`config.mk`:
```
export PLATFORM = sky130hd
export DESIGN_NAME = led_scan_mux_flat
export DESIGN_NICKNAME = d
export VERILOG_FILES = /design/src/rtl/led_scan_mux_if.sv /design/src/rtl/led_scan_mux.sv /design/src/flat_wrapper.sv
export SDC_FILE = /design/constraint.sdc
export NUM_CORES = 1
export LEC_CHECK = 0
export ABC_CLOCK_PERIOD_IN_PS = 8500
export CORE_MARGIN = 3
export CORE_UTILIZATION = 30
export DETAILED_ROUTE_END_ITERATION = 6
export DONT_BUFFER_PORTS = 1
export GPL_TIMING_DRIVEN = 0
export PLACE_DENSITY = 0.53
export SYNTH_ARGS = -nofsm -noshare
export SYNTH_HDL_FRONTEND = slang
export SYNTH_SLANG_ARGS = --single-unit
export TNS_END_PERCENT = 100
```
`constraint.sdc`:
```
create_clock -name iClk -period 8.5 [get_ports iClk]
set_input_delay 0.85 -clock iClk [delete_from_list [all_inputs] [get_ports iClk]]
set_output_delay 0.85 -clock iClk [all_outputs]
set_load 0.01 [all_outputs]
```
`src/rtl/led_scan_mux_if.sv`:
```
// Front-panel LED scan bus: panel data/enables toward the scanner, LED drive lines back out.
// The driver side (master) owns the inputs; the scanner (slave) owns the outputs.
interface led_scan_mux_if #(
   parameter int NUM_BANKS  = 6,
   parameter int NUM_DIGITS = 2
);
   logic [8*NUM_BANKS-1:0]  iBankData;
   logic [NUM_BANKS-1:0]    iBankEn;
   logic [NUM_BANKS-1:0]    iBlinkMask;
   logic [5*NUM_DIGITS-1:0] iDigitVal;
   logic [NUM_DIGITS-1:0]   iDigitDp;
   logic [NUM_DIGITS-1:0]   iDigitEn;
   logic [7:0]              oLedData;
   logic [NUM_BANKS-1:0]    oBankSel;
   logic [NUM_DIGITS-1:0]   oDigitSel_N;
   logic                    oFrameStart;

   modport master (
      output iBankData, iBankEn, iBlinkMask, iDigitVal, iDigitDp, iDigitEn,
      input  oLedData, oBankSel, oDigitSel_N, oFrameStart
   );

   modport slave (
      input  iBankData, iBankEn, iBlinkMask, iDigitVal, iDigitDp, iDigitEn,
      output oLedData, oBankSel, oDigitSel_N, oFrameStart
   );
endinterface

```
`src/rtl/led_scan_mux.sv`:
```
// Time-multiplexed scan of LED banks and 7-segment digits (each digit followed by a blanking slot).
// Outputs registered, one cycle behind inputs; no backpressure, disabled slots are skipped.
module led_scan_mux #(
   parameter int NUM_BANKS    = 6,
   parameter int NUM_DIGITS   = 2,
   parameter int DWELL_CLKS   = 3666,
   parameter int BLINK_FRAMES = 32
) (
   input logic           iClk,
   input logic           iRst_n,
   led_scan_mux_if.slave bus
);
   localparam int NPOS  = NUM_BANKS + 2 * NUM_DIGITS;
   localparam int POS_W = $clog2(NPOS);
   localparam int DW_W  = $clog2(DWELL_CLKS);
   localparam int BF_W  = (BLINK_FRAMES > 1) ? $clog2(BLINK_FRAMES) : 1;

   typedef enum logic {ST_SEARCH, ST_SCAN} state_t;

   state_t              state_q;
   logic [POS_W-1:0]    pos_q;
   logic [DW_W-1:0]     dwell_q;
   logic [BF_W-1:0]     blink_cnt_q;
   logic                blink_ph_q, blink_ph_d;
   logic [7:0]          led_q, led_d;
   logic [NUM_BANKS-1:0]  bank_sel_q, bank_sel_d;
   logic [NUM_DIGITS-1:0] digit_sel_n_q, digit_sel_n_d;
   logic                frame_q;

   logic [NPOS-1:0]     pos_en;
   logic                any_en, tc, nxt_found, boundary, tgt_act;
   logic [POS_W-1:0]    first_pos, nxt_pos, tgt_pos;

   function automatic logic [6:0] seg7(input logic [4:0] code);
      case (code)
         5'd0:  seg7 = 7'h40;
         5'd1:  seg7 = 7'h79;
         5'd2:  seg7 = 7'h24;
         5'd3:  seg7 = 7'h30;
         5'd4:  seg7 = 7'h19;
         5'd5:  seg7 = 7'h12;
         5'd6:  seg7 = 7'h02;
         5'd7:  seg7 = 7'h78;
         5'd8:  seg7 = 7'h00;
         5'd9:  seg7 = 7'h10;
         5'd10: seg7 = 7'h08;
         5'd11: seg7 = 7'h03;
         5'd12: seg7 = 7'h46;
         5'd13: seg7 = 7'h21;
         5'd14: seg7 = 7'h06;
         5'd15: seg7 = 7'h0E;
         5'd16: seg7 = 7'h3F;
         default: seg7 = 7'h7F;
      endcase
   endfunction

   // A digit's blanking slot follows the digit's own enable.
   always_comb begin
      pos_en = '0;
      for (int b = 0; b < NUM_BANKS; b++) pos_en[b] = bus.iBankEn[b];
      for (int d = 0; d < NUM_DIGITS; d++) begin
         pos_en[NUM_BANKS+2*d]   = bus.iDigitEn[d];
         pos_en[NUM_BANKS+2*d+1] = bus.iDigitEn[d];
      end
   end

   assign any_en = |pos_en;
   assign tc     = (dwell_q == DW_W'(DWELL_CLKS - 1));

   // No enabled position strictly after the current one means the scan wraps.
   always_comb begin
      first_pos = '0;
      nxt_pos   = '0;
      nxt_found = 1'b0;
      for (int p = NPOS - 1; p >= 0; p--) begin
         if (pos_en[p]) first_pos = POS_W'(p);
         if (pos_en[p] && p > int'(pos_q)) begin
            nxt_pos   = POS_W'(p);
            nxt_found = 1'b1;
         end
      end
      if (!nxt_found) nxt_pos = first_pos;
   end

   assign boundary   = (state_q == ST_SCAN) && tc && any_en && !nxt_found;
   assign blink_ph_d = blink_ph_q ^ (boundary && blink_cnt_q == BF_W'(BLINK_FRAMES - 1));

   always_comb begin
      tgt_act = 1'b1;
      tgt_pos = pos_q;
      if (state_q == ST_SEARCH) begin
         tgt_act = any_en;
         tgt_pos = first_pos;
      end else if (tc) begin
         tgt_act = any_en;
         tgt_pos = nxt_pos;
      end
   end

   // Outputs are decoded for the slot that will be current after this edge.
   always_comb begin
      led_d         = 8'h00;
      bank_sel_d    = '0;
      digit_sel_n_d = '1;
      if (tgt_act) begin
         for (int b = 0; b < NUM_BANKS; b++) begin
            if (int'(tgt_pos) == b) begin
               bank_sel_d[b] = bus.iBankEn[b];
               led_d = (bus.iBlinkMask[b] && blink_ph_d) ? 8'h00 : bus.iBankData[8*b +: 8];
            end
         end
         for (int d = 0; d < NUM_DIGITS; d++) begin
            if (int'(tgt_pos) == NUM_BANKS + 2 * d) begin
               digit_sel_n_d[d] = ~bus.iDigitEn[d];
               led_d = {~bus.iDigitDp[d], seg7(bus.iDigitVal[5*d +: 5])};
            end else if (int'(tgt_pos) == NUM_BANKS + 2 * d + 1) begin
               led_d = 8'hFF;
            end
         end
      end
   end

   always_ff @(posedge iClk or negedge iRst_n) begin
      if (!iRst_n) begin
         state_q       <= ST_SEARCH;
         pos_q         <= '0;
         dwell_q       <= '0;
         blink_cnt_q   <= '0;
         blink_ph_q    <= 1'b0;
         led_q         <= 8'h00;
         bank_sel_q    <= '0;
         digit_sel_n_q <= '1;
         frame_q       <= 1'b0;
      end else begin
         frame_q       <= 1'b0;
         led_q         <= led_d;
         bank_sel_q    <= bank_sel_d;
         digit_sel_n_q <= digit_sel_n_d;
         blink_ph_q    <= blink_ph_d;
         case (state_q)
            ST_SEARCH: begin
               if (any_en) begin
                  state_q <= ST_SCAN;
                  pos_q   <= first_pos;
                  dwell_q <= '0;
                  frame_q <= 1'b1;
               end
            end
            ST_SCAN: begin
               if (!tc) begin
                  dwell_q <= dwell_q + DW_W'(1);
               end else begin
                  dwell_q <= '0;
                  if (!any_en) begin
                     state_q <= ST_SEARCH;
                  end else begin
                     pos_q <= nxt_pos;
                     if (boundary) begin
                        frame_q <= 1'b1;
                        if (blink_cnt_q == BF_W'(BLINK_FRAMES - 1)) blink_cnt_q <= '0;
                        else blink_cnt_q <= blink_cnt_q + BF_W'(1);
                     end
                  end
               end
            end
            default: state_q <= ST_SEARCH;
         endcase
      end
   end

   assign bus.oLedData    = led_q;
   assign bus.oBankSel    = bank_sel_q;
   assign bus.oDigitSel_N = digit_sel_n_q;
   assign bus.oFrameStart = frame_q;
endmodule

```
`src/flat_wrapper.sv`:
```
// flat-port wrapper written by rule: the top's interface ports become plain ports
module led_scan_mux_flat 
#(
   parameter int NUM_BANKS    = 6,
   parameter int NUM_DIGITS   = 2,
   parameter int DWELL_CLKS   = 3666,
   parameter int BLINK_FRAMES = 32
)
  (iClk, iRst_n, bus_iBankData, bus_iBankEn, bus_iBlinkMask, bus_iDigitVal, bus_iDigitDp, bus_iDigitEn, bus_oLedData, bus_oBankSel, bus_oDigitSel_N, bus_oFrameStart);
  led_scan_mux_if #(.NUM_BANKS(NUM_BANKS), .NUM_DIGITS(NUM_DIGITS)) bus_i ();
  input logic iClk;
  input logic iRst_n;
  input wire logic [$bits(bus_i.iBankData)-1:0] bus_iBankData;
  input wire logic [$bits(bus_i.iBankEn)-1:0] bus_iBankEn;
  input wire logic [$bits(bus_i.iBlinkMask)-1:0] bus_iBlinkMask;
  input wire logic [$bits(bus_i.iDigitVal)-1:0] bus_iDigitVal;
  input wire logic [$bits(bus_i.iDigitDp)-1:0] bus_iDigitDp;
  input wire logic [$bits(bus_i.iDigitEn)-1:0] bus_iDigitEn;
  output wire logic [$bits(bus_i.oLedData)-1:0] bus_oLedData;
  output wire logic [$bits(bus_i.oBankSel)-1:0] bus_oBankSel;
  output wire logic [$bits(bus_i.oDigitSel_N)-1:0] bus_oDigitSel_N;
  output wire logic [$bits(bus_i.oFrameStart)-1:0] bus_oFrameStart;
  assign bus_i.iBankData = bus_iBankData;
  assign bus_i.iBankEn = bus_iBankEn;
  assign bus_i.iBlinkMask = bus_iBlinkMask;
  assign bus_i.iDigitVal = bus_iDigitVal;
  assign bus_i.iDigitDp = bus_iDigitDp;
  assign bus_i.iDigitEn = bus_iDigitEn;
  assign bus_oLedData = bus_i.oLedData;
  assign bus_oBankSel = bus_i.oBankSel;
  assign bus_oDigitSel_N = bus_i.oDigitSel_N;
  assign bus_oFrameStart = bus_i.oFrameStart;
  led_scan_mux #(.NUM_BANKS(NUM_BANKS), .NUM_DIGITS(NUM_DIGITS), .DWELL_CLKS(DWELL_CLKS), .BLINK_FRAMES(BLINK_FRAMES)) u_core (.iClk(iClk), .iRst_n(iRst_n), .bus(bus_i));
endmodule
```
# Word level (Yosys, flattened, before mapping)
# Memories as Yosys holds them, arrays and structs flattened.
# Index checks and enable logic that the tools add are counted.
totals:
  input_bits: 76
  n_memories: 2
  ff_bits: 40
  elab_cells: 139
  output_inout_bits: 17
  romBits: 448
op_classes:
  reduce_logical: 24
  n_lt_le_gt_ge: 9
  n_mux: 73
  n_bitwise: 6
  n_eq_ne: 14
  addsub: 2
memory_table:
  columns: ["name", "depth", "width", "read_ports", "rd_clocked_by_memory_dff", "write_ports", "line", "text"]
  rows:
  - ["(name not given)", 32, 7, 1, 0, 0, "led_scan_mux.sv:35", "case (code)"]
  - ["(name not given)", 32, 7, 1, 0, 0, "led_scan_mux.sv:35", null]
op_table:
  columns: ["op", "n"]
  rows:
  - ["2-to-1 mux 8 bit", 17]
  - ["2-to-1 mux 4 bit", 23]
  - ["== test 4 bit, second input constant", 6]
  - ["2-to-1 mux 1 bit", 24]
  - ["2-to-1 mux 12 bit", 2]
  - ["case mux 12 bit (2 select lines)", 1]
  - ["logical AND 1 bit", 19]
  - ["> comparator 3 x 4 -> 1 bit, first input constant", 4]
  - ["adder 12 x 1 -> 12 bit, second input constant", 1]
  - ["== test 12 bit, second input constant", 1]
  - ["== test 4 x 3 -> 1 bit, second input constant", 2]
  - ["> comparator 2 x 4 -> 1 bit, first input constant", 2]
  - ["> comparator 4 bit, first input constant", 2]
  - ["case mux 4 bit (2 select lines)", 1]
  - ["OR reduction 8 bit", 1]
  - ["2-to-1 mux 6 bit", 1]
  - ["adder 5 x 1 -> 5 bit, second input constant", 1]
  - ["== test 5 bit, second input constant", 1]
  - ["2-to-1 mux 5 bit", 1]
  - ["NOT 1 bit", 5]
  - ["== test 4 x 2 -> 1 bit, second input constant", 1]
  - ["> comparator 1 x 4 -> 1 bit, first input constant", 1]
  - ["logical NOT 4 bit", 1]
  - ["!= test 2 bit, second input constant", 2]
  - ["other kinds (7)", 8]

# Logic depth before layout (Yosys ltp)
# Gate-level depths: netlist (run 1).
logic_depth:
  ltp_word: 28
  mapped_depth: 11
  ltp_nobuf: 10

# Worst setup path after synthesis (run 1)
# No wires, ideal clock.
synth_path:
  path_type: "input -> register"
  startpoint: "in bus_iBankEn[3]"
  endpoint: "reg u_core.led_q[0] (netlist: u_core.bus.oLedData[0])"
  path_slack_ns: 5.403
  setup_time_ns: 0.126
  t_required_ns: 8.374
  path_buffers: 1
  path_stages: 9
  arrival_ns: 2.972
  path_cell_list: "a21bo_2 a211oi_2 or4_4 a221o_1 nand2_2 buf_6 a2111oi_0 a221o_1 o311a_1"
synth_between:
  elab_chain_cells: 21
  word_cells_on_any_way: 55
  classes_between: "9 x eq/ne; 32 x mux; 1 x bitwise; 13 x reduce/logical"
synth_lines:
  columns: ["element", "line", "text"]
  rows:
  - ["start: declaration", "flat_wrapper.sv:14", "input wire logic [$bits(bus_i.iBankEn)-1:0] bus_iBankEn;"]
  - ["branches (longest 20 deep; another with 2-to-1 mux 8 bit)", null, null]
  - ["2-to-1 mux 8 bit (*)", "led_scan_mux.sv:105", "if (tgt_act) begin"]
  - ["named net u_core.led_d[0]", "led_scan_mux.sv:25", "logic [7:0] led_q, led_d;"]
  - ["end signal: assignment", "led_scan_mux.sv:136", "led_q <= led_d;"]
  - ["end: declaration", "led_scan_mux.sv:25", null]
# Mark *: on every way through the listed nets, which the timed path passes.
# A chain may end at the register's enable or synchronous reset.

# Final worst setup path (run 1)
layout_path:
  startpoint: "in bus_iBankEn[3]"
  endpoint: "reg u_core.led_q[7] (netlist: u_core.bus.oLedData[7])"
# The elaborated chain is that of the path after synthesis.

==> results of run 1 <==
==> sequential cells by signal (all words and copies together) (netlist names) <==
signal,flops
u_core.dwell_q,12
u_core.bus.oLedData,8
u_core.bus.oBankSel,6
u_core.blink_cnt_q,5
u_core.pos_q,4
u_core.bus.oDigitSel_N,2
u_core.blink_ph_q,1
u_core.bus.oFrameStart,1
u_core.state_q,1
==> report_power, final <==
group	total (µW)	internal (µW)	switching, µW	leakage [µW]
registers	215	202	13.1	0.000518
logic	89.0	36.1	52.9	0.000918
clock network	219	138	80.6	0.0000798
==> cell usage after synthesis (all sizes together) (8+ instances only) <==
cell type	instances
nand2	33
ha	16
and3	15
nor3	8
nand4	20
o21ai	38
nor2	38
dfrtp	38
clkbuf	13
a21oi	15
inv	16
nand3	14
a31oi	11
==> per-stage QoR <==
step	instance area [µm²]	utilization, %	total power, µW	setup slack (ps)	cells
3_5_place_dp	3690	33.1	307	4800	546
4_1_cts	3850	34.6	525	5040	554
2_1_floorplan	3510	-	284	5400	406
5_1_grt	3850	34.6	546	4720	554
6_report	3850	34.6	523	5000	554
3_3_place_gp	3690	33.1	306	4790	546
==> logic make-up after synthesis <==
| group | after synthesis | synth area share (%) |
|---|---|---|
| simple gates | 163 | 25.7 |
| compound gates | 141 | 32.0 |
| flops | 40 | 28.6 |
| buf+inv | 36 | 4.77 |
| fa+ha+maj | 16 | 5.70 |
| mux | 9 | 3.06 |
| xor+xnor | 1 | 0.249 |
==> final cells by class <==
class	count	area (µm²)	area share, %
clock inverters	3	42.5	1.10
well taps	140	175	4.54
clock buffers	5	125	3.25
flip-flops and latches	40	1000	26.0
inverters	16	60.1	1.56
plain buffers	20	108	2.79
multi-input cells	330	2340	60.7
==> worst paths after layout <==
path | end | startpoint | depth (start not counted)
worst min register to register | u_core.blink_cnt_q[3] | u_core.blink_cnt_q[3] | 1
min in group iClk | u_core.blink_cnt_q[3] | u_core.blink_cnt_q[3] | 1
worst max register to register | u_core.bus.oLedData[7] | u_core.dwell_q[1] | 10
worst min-delay path | u_core.bus.oBankSel[2] | iRst_n | 0
max in group asynchronous | u_core.bus.oDigitSel_N[0] | iRst_n | 0
worst max-delay path | u_core.bus.oLedData[7] | bus_iBankEn[3] | 8
==> layer usage <==
layer / GRT usage (%) / up-vias / share of wire [%]
met5: 0 / - / 0
met4: 4.35 / 0 / 1.7
met3: 5.18 / 17 / 7.7
met2: 26.6 / 116 / 45
met1: 23.6 / 1632 / 45
li1: - / 1591 / -
==> cells in the final DEF (no fill, tap or decap), drive strengths merged, types with 4 or more instances in the layout <==
master and count:
mux2i 4, o21ai 38, and2 4, a2111oi 7, o211ai 4, ha 16, nor2 38, mux2 4
nor3b 5, a211oi 4, a221oi 5, nand2 33, o31ai 7, a21oi 15, clkbuf 18, o31a 5
or2 4, a21o 5, and3 15, nand4 20, buf 7, nand2b 7, nor3 8, nand3 14
dfrtp 38, a31oi 11, inv 16
==> qor.yml, run 1 <==
drive_gt1_share_pct: 12.1
drv_slew: 0
grt_start_max_net_pins: 41
fp-row-count: 38
ir_drop_uv: 78.3
dp_hpwl_mm: 8.99
rsz0062_at_grt: "false"
cp-start-kind: "primary input"
yosysSeqAreaShare_pct: 28.6
max-cap-violations: 0
syn_nets: 498
final_antenna_net_count: 0
setup.worst_path.end_class: "flip-flop"
gp_congestion: 0.942
syn_to_final_growth_pct: 9.76
min_period_ps: 3500
insertion_delay_ps: 280
ioPinCount: 93
grt_overflow: 0
hold_viol: 0
synth-seq-cells: 40
synth_top_area_share_pct: 27.1
dieArea_um2: 13000
wl_per_cell_um: 20.6
cp_cell_sequence: "a21bo_2, a211oi_2, or4_4, a221o_1, a2111oi_1, a32oi_1, o21ai_0, a41oi_1"
cts-root-buf: "clkbuf_16"
drt_first_pass_iters: 4
yosysTopAreaCell: "dfrtp_1"
tns_ps: 0
worst-path-buf-inv: 0
nFillCells: 1180
avgSynthCellArea_um2: 8.65
setup_viol: 0
final_nets: 505
synth_area_um2: 3510
path_delay_family: "compound AO/OA/AOI/OAI gates"
start_util_pct: 31.6
synth_cell_type_count: 88
grt_first_pass_wirelength_mm: 18.1
worstSetupPathType: "in -> reg"
postCtsSetupBuffers: 0
die_y_um: 114
p_leak_uw: 0.00152
htreeDepth: 2
tightest_slew_ps: 972
cts_max_path_buffers: 2
critPathSlowestCell: "a2111oi_1"
cp_max_fo: 6
cts.clk_slew.worst_paths_ps: 70
synth_cells: 406
cts-resized-gates: 0
r2r_slack_ps: 5040
dr_total_vias: 3356
yosys_warnings: 0
antenna_cells: 0
critPathMaxStageDelay_ps: 890
drc_errors: 0
slew_headroom_pct: 35.1
fmax_mhz: 286
die_x_um: 114
wirelength_mm: 11.4
grt_pass1_vias: 3247
finalClockSkew_ps: 6.71
yosys-top-cells-area: "dfrtp_1 27%, ha_1 5.7%, o21ai_0 5.0%"
vias_per_cell: 6.06
cts_tree: "built"
whs_ps: 255
synth_edf_count: 0
async_flop_share_pct: 100
ys.flop_type: "dfrtp_1"
finalCritPeriodShare_pct: 41.1
hp-class: "in -> async"
p_per_area_nw_per_um2: 136
ctsHoldBuffers: 0
cts.sink_count: 40
coreArea_um2: 11100
portBuffers: 0
drt-initial-drc-count: 256
status: "finished, final reports clean"
worstPathArrival_ps: 3620
track_usage_pct: 17.2
cp.required_ps: 8620
cts_buffers: 5
antenna_found_initial: 0
No activity file was read; power rests on OpenSTA's default activity.
==> run 2, diff against run 1 <==
- ABC_CLOCK_PERIOD_IN_PS: 8500 -> 3600
- clock period: 8.5 -> 3.6 ns (I/O delays scaled with it)
==> run 2 against run 1 <==
Worst setup slack got worse by 4900 ps. Combinational power increased to 2.5 times the previous value. Die area did not move. Largest cell class unchanged. Routed wire length is 0.71% higher. Final cell count increased by 0.36%. Largest power group unchanged. Highest routed layer unchanged. Clock power grew 130%. Register-to-register slack lost 5000 ps. Sequential power grew 140%. Flip-flop and latch count unchanged. Sequential share of layout area decreased by 0.34 points. Hold slack got worse by 66 ps. Total power increased by 140%.
==> qor.yml, run 2 (synthesis gave the netlist of run 1 again) <==
grt_first_pass_wirelength_mm: 18.1
syn_to_final_growth_pct: 11.2
portBuffers: 0
p_per_area_nw_per_um2: 319
cts_max_path_buffers: 2
pwr-share-seq_pct: 40.8
finalCritPeriodShare_pct: 97.6
vias_per_cell: 6.10
ir_drop_uv: 185
max-cap-violations: 0
largest_reg_flops: 12
hold_end: "u_core.bus.oBankSel[4]"
worstPathArrival_ps: 3630
cp.required_ps: 3720
layout_common_cells: "38 x dfrtp_1, 37 x nor2_1, 35 x o21ai_0"
hp-class: "in -> reg"
r2r_slack_ps: 90
grt_pass1_vias: 3257
dr_total_vias: 3392
seq_area_um2: 1000
finalClockSkew_ps: 5.95
cts_tree: "built"
antenna_cells: 0
dieArea_um2: 13000
grt_start_max_net_pins: 41
cts.sink_count: 40
top_usage_layer: "met2"
cp-start-kind: "flip-flop"
cts-root-buf: "clkbuf_16"
holdCritStartpoint: "bus_iBankEn[4]"
cp_max_fo: 10
use_met2_pct: 26.6
cts_buffers: 5
grt_use_met3_pct: 5.18
worstSetupPathType: "reg -> reg"
track_usage_pct: 17.2
final_util_pct: 35.1
wirelength_mm: 11.5
drc_errors: 0
start_util_pct: 31.6
min_period_ps: 3510
die_y_um: 114
status: "finished, final reports clean"
insertion_delay_ps: 280
holdPathStages: 2
nFillCells: 1172
internal-power_uw: 892
ioPinCount: 93
placed_area_um2: 3690
antenna_found_initial: 0
tightest_slew_ps: 1000
rsz0062_at_grt: "true"
use_met1_pct: 23.7
wl_per_cell_um: 20.6
pre_cts_ws_ps: 156
top_register: "u_core.dwell_q"
r2r_start: "u_core.dwell_q[1]"
final_common_cell: "dfrtp_1"
hold_viol: 0
r2r_cells: 11
setup_ws_ps: 87.9
r2r-end: "u_core.bus.oLedData[7]"
p_sw_share_pct: 28.4
die_x_um: 114
whs_ps: 189
dp_hpwl_mm: 8.99
power_switching_uw: 353
gp_congestion: 0.942
cts.clk_slew.worst_paths_ps: 60
grt_overflow: 0
design_area_um2: 3910
coreArea_um2: 11100
p_comb_share_pct: 18.1
slew_headroom_pct: 32.9
postCtsSetupBuffers: 0
htreeDepth: 2
setup.worst_path.end_class: "flip-flop"
fmax_mhz: 285
setup_viol: 0
drive_gt1_share_pct: 12.7
p_leak_uw: 0.00153
final_nets: 507
fp-row-count: 38
multi_input_area_um2: 2360
final_antenna_net_count: 0
drt-initial-drc-count: 243
pwr-share-clk_pct: 41.1
drv_slew: 0
drt_first_pass_iters: 6
==> run 2: cell count changes in the layout (fill, tap and decap cells not counted) <==
cell	previous run	this run
o221ai_1	1	0
dlygate4sd3_1	0	1
nor2_1	38	37
o221ai_2	0	1
nor2_2	0	1
a2111oi_2	1	0
a2111oi_4	2	3
buf_12	0	1
==> run 2: layout make-up <==
type / count / share of cell area [%]
inverter: 16 / 1.54
clock inverter: 3 / 1.09
clock buffer: 5 / 3.20
timing repair buffer: 2 / 0.769
multi-input combinational: 330 / 60.5
buffer: 20 / 2.75
tap: 140 / 4.48
sequential: 40 / 25.7
==> run 2: layer usage <==
metal  vias to the layer above  part of all wire, %
met5                         -                    0
met4                         0                  1.6
met3                        17                  7.6
met2                       132                   45
met1                      1646                   46
li1                       1597                    -
==> run 2: how the worst max path moves through the flow <==
stage,startpoint,end,slack [ps],depth (start not counted)
final,u_core.dwell_q[1],u_core.bus.oLedData[7],90,11
after global placement,u_core.dwell_q[1],u_core.bus.oLedData[6],200,11
after CTS,u_core.dwell_q[1],u_core.bus.oLedData[6],140,11
after detailed placement,u_core.dwell_q[1],u_core.bus.oLedData[6],160,11
after floorplan,u_core.pos_q[1],u_core.bus.oLedData[0],890,9
after global routing,u_core.dwell_q[1],u_core.bus.oLedData[7],-20,11
==> run 2: worst max-delay path, cell delays in order, from the launching register on <==
cell and delay, ps:
dfrtp_1 400, inv_1 70, ha_1 150, nor3b_1 270
nand3_1 290, and2_1 280, clkbuf_1 240, a32o_1 340
a2111oi_1 820, a32oi_1 190, o21ai_0 230, a41oi_1 80
==> run 2: power groups by stage <==
stage	Clock (µW)	Combinational (µW)	Sequential, µW
2_1_floorplan	0	163	508
3_5_place_dp	0	207	517
3_3_place_gp	0	206	517
4_1_cts	523	221	509
5_1_grt	546	248	511
6_report	512	225	508
==> run 2: what timing repair did <==
action	in CTS	in global routing
setup endpoints to repair	0	7
hold endpoints to repair	40	0
gates resized for setup	0	3
hold buffers	2	0
==> run 2: metrics by stage <==
step           TNS (ps)  total power [µW]  instances
3_5_place_dp          0               724        546
6_report              0              1250        556
3_3_place_gp          0               723        546
5_1_grt           -51.9              1310        556
2_1_floorplan         0               671        406
4_1_cts               0              1250        556
==> run 3, diff against run 2 <==
- RECOVER_POWER: unset -> 25
==> run 3 against run 2 <==
The run now ends with capacitance limit, slew limit left. Combinational power decreased by 2%. Count of clock-buffer cells in the layout unchanged. Register-to-register slack improved by 60 ps. Routed wire length decreased by 0.17%. Sequential share of layout area increased by 0.11 points. Final area decreased by 0.42%. Non-clock buffer count unchanged. Final cell count unchanged. Die area unchanged. Flip-flop and latch count unchanged. Critical path depth decreased by 1. Highest routed layer unchanged.
==> qor.yml, run 3 (synthesis gave the netlist of run 1 again) <==
top_register: "u_core.dwell_q"
worstSetupPathType: "reg -> reg"
track_usage_pct: 17.2
cp.required_ps: 3780
dieArea_um2: 13000
dr_total_vias: 3406
gp_congestion: 0.942
ir_drop_uv: 184
p_per_area_nw_per_um2: 320
tns_ps: 0
ioPinCount: 93
drt_first_pass_iters: 5
status: "finished, violations left"
worstPathArrival_ps: 3640
tightest_slew_ps: 2210
drc_errors: 0
cts_tree: "built"
drt-initial-drc-count: 228
final_nets: 507
slew_headroom_pct: -47.3
fmax_mhz: 289
fp-row-count: 38
coreArea_um2: 11100
wl_per_cell_um: 20.6
cts_max_path_buffers: 2
rsz0062_at_grt: "true"
min_period_ps: 3460
grt_overflow: 0
wirelength_mm: 11.4
portBuffers: 0
placed_area_um2: 3690
grt_pass1_vias: 3257
setup_ws_ps: 143
cp_max_fo: 10
cts-root-buf: "clkbuf_16"
design_area_um2: 3890
final_util_pct: 35.0
whs_ps: 186
grt_first_pass_wirelength_mm: 18.1
vias_per_cell: 6.13
layout_common_cells: "38 x dfrtp_1, 37 x nor2_1, 35 x o21ai_0"
final_antenna_net_count: 0
die_x_um: 114
die_y_um: 114
setup_viol: 0
finalCritPeriodShare_pct: 96.0
setup.worst_path.end_class: "flip-flop"
hp-class: "in -> reg"
largest_reg_flops: 12
drive_gt1_share_pct: 12.5
hold_viol: 0
cp-start-kind: "flip-flop"
max-cap-violations: 1
finalClockSkew_ps: 7.73
grt_start_max_net_pins: 41
r2r_cells: 10
htreeDepth: 2
cts_buffers: 5
antenna_cells: 0
holdPathStages: 2
antenna_found_initial: 0
dp_hpwl_mm: 8.99
cts.sink_count: 40
syn_to_final_growth_pct: 10.8
start_util_pct: 31.6
drv_slew: 41
insertion_delay_ps: 280
cts.clk_slew.worst_paths_ps: 70
p_leak_uw: 0.00153
violations: "capacitance limit, slew limit"
final_common_cell: "dfrtp_1"
pre_cts_ws_ps: 156
## run 3: cell count changes in the layout (fill, tap and decap cells not counted)
cell,before,now
buf_12,1,0
clkbuf_1,13,14
## run 3: metal layers
layer	global-route usage, %	wire length, µm	vias to the layer above
li1	-	-	1593
met1	23.7	5150	1651
met2	26.6	5180	146
met3	5.18	951	16
met4	4.35	172	0
met5	0	0	-
## run 3: power by group
group / switching [µW] / internal, µW
clock: 188 / 326
combinational: 135 / 86.7
sequential: 30.5 / 478
total: 353 / 890
## run 3: critical path: stages (launching register included)
cell and delay [ps]:
dfrtp_1 350, buf_2 190, a21bo_2 250, a211oi_2 390
nor4_4 150, a21boi_1 490, o221a_2 440, clkbuf_1 440
nand4_1 160, and4b_1 250, a31oi_1 230
## run 3: area by class of cell
type	instances	area, µm²
multi-input cells	330	2360
flip-flops and latches	40	1000
clock inverters	3	42.5
repair buffers	2	13.8
fillers	1175	7240
clock buffers	5	125
well taps	140	175
inverters	16	60.1
plain buffers	20	108
## run 3: timing repair
action / CTS / global route
hold buffers: 2 / 0
endpoints found under the setup margin: 0 / 7
hold endpoints to repair: 40 / 0
buffers inserted: 0 / 0
gates resized for setup: 0 / 3
## run 3: final timing paths
| check | start | endpoint | slack (ps) |
|---|---|---|---|
| setup / recovery | u_core.pos_q[0] | u_core.bus.oLedData[5] | 140 |
| hold reg to reg | u_core.blink_cnt_q[3] | u_core.blink_cnt_q[3] | 490 |
| hold / removal | bus_iBankEn[4] | u_core.bus.oBankSel[4] | 190 |
| min in group asynchronous | iRst_n | u_core.bus.oBankSel[2] | 1280 |
| max in group asynchronous | iRst_n | u_core.bus.oBankSel[1] | 1050 |
| setup reg to reg | u_core.pos_q[0] | u_core.bus.oLedData[5] | 140 |
## run 3: per-stage QoR
step                      power, µW  instances
after floorplan                 671        406
after CTS                      1250        556
after global routing           1300        556
after detailed placement        724        546
final                          1240        556
after global placement          723        546
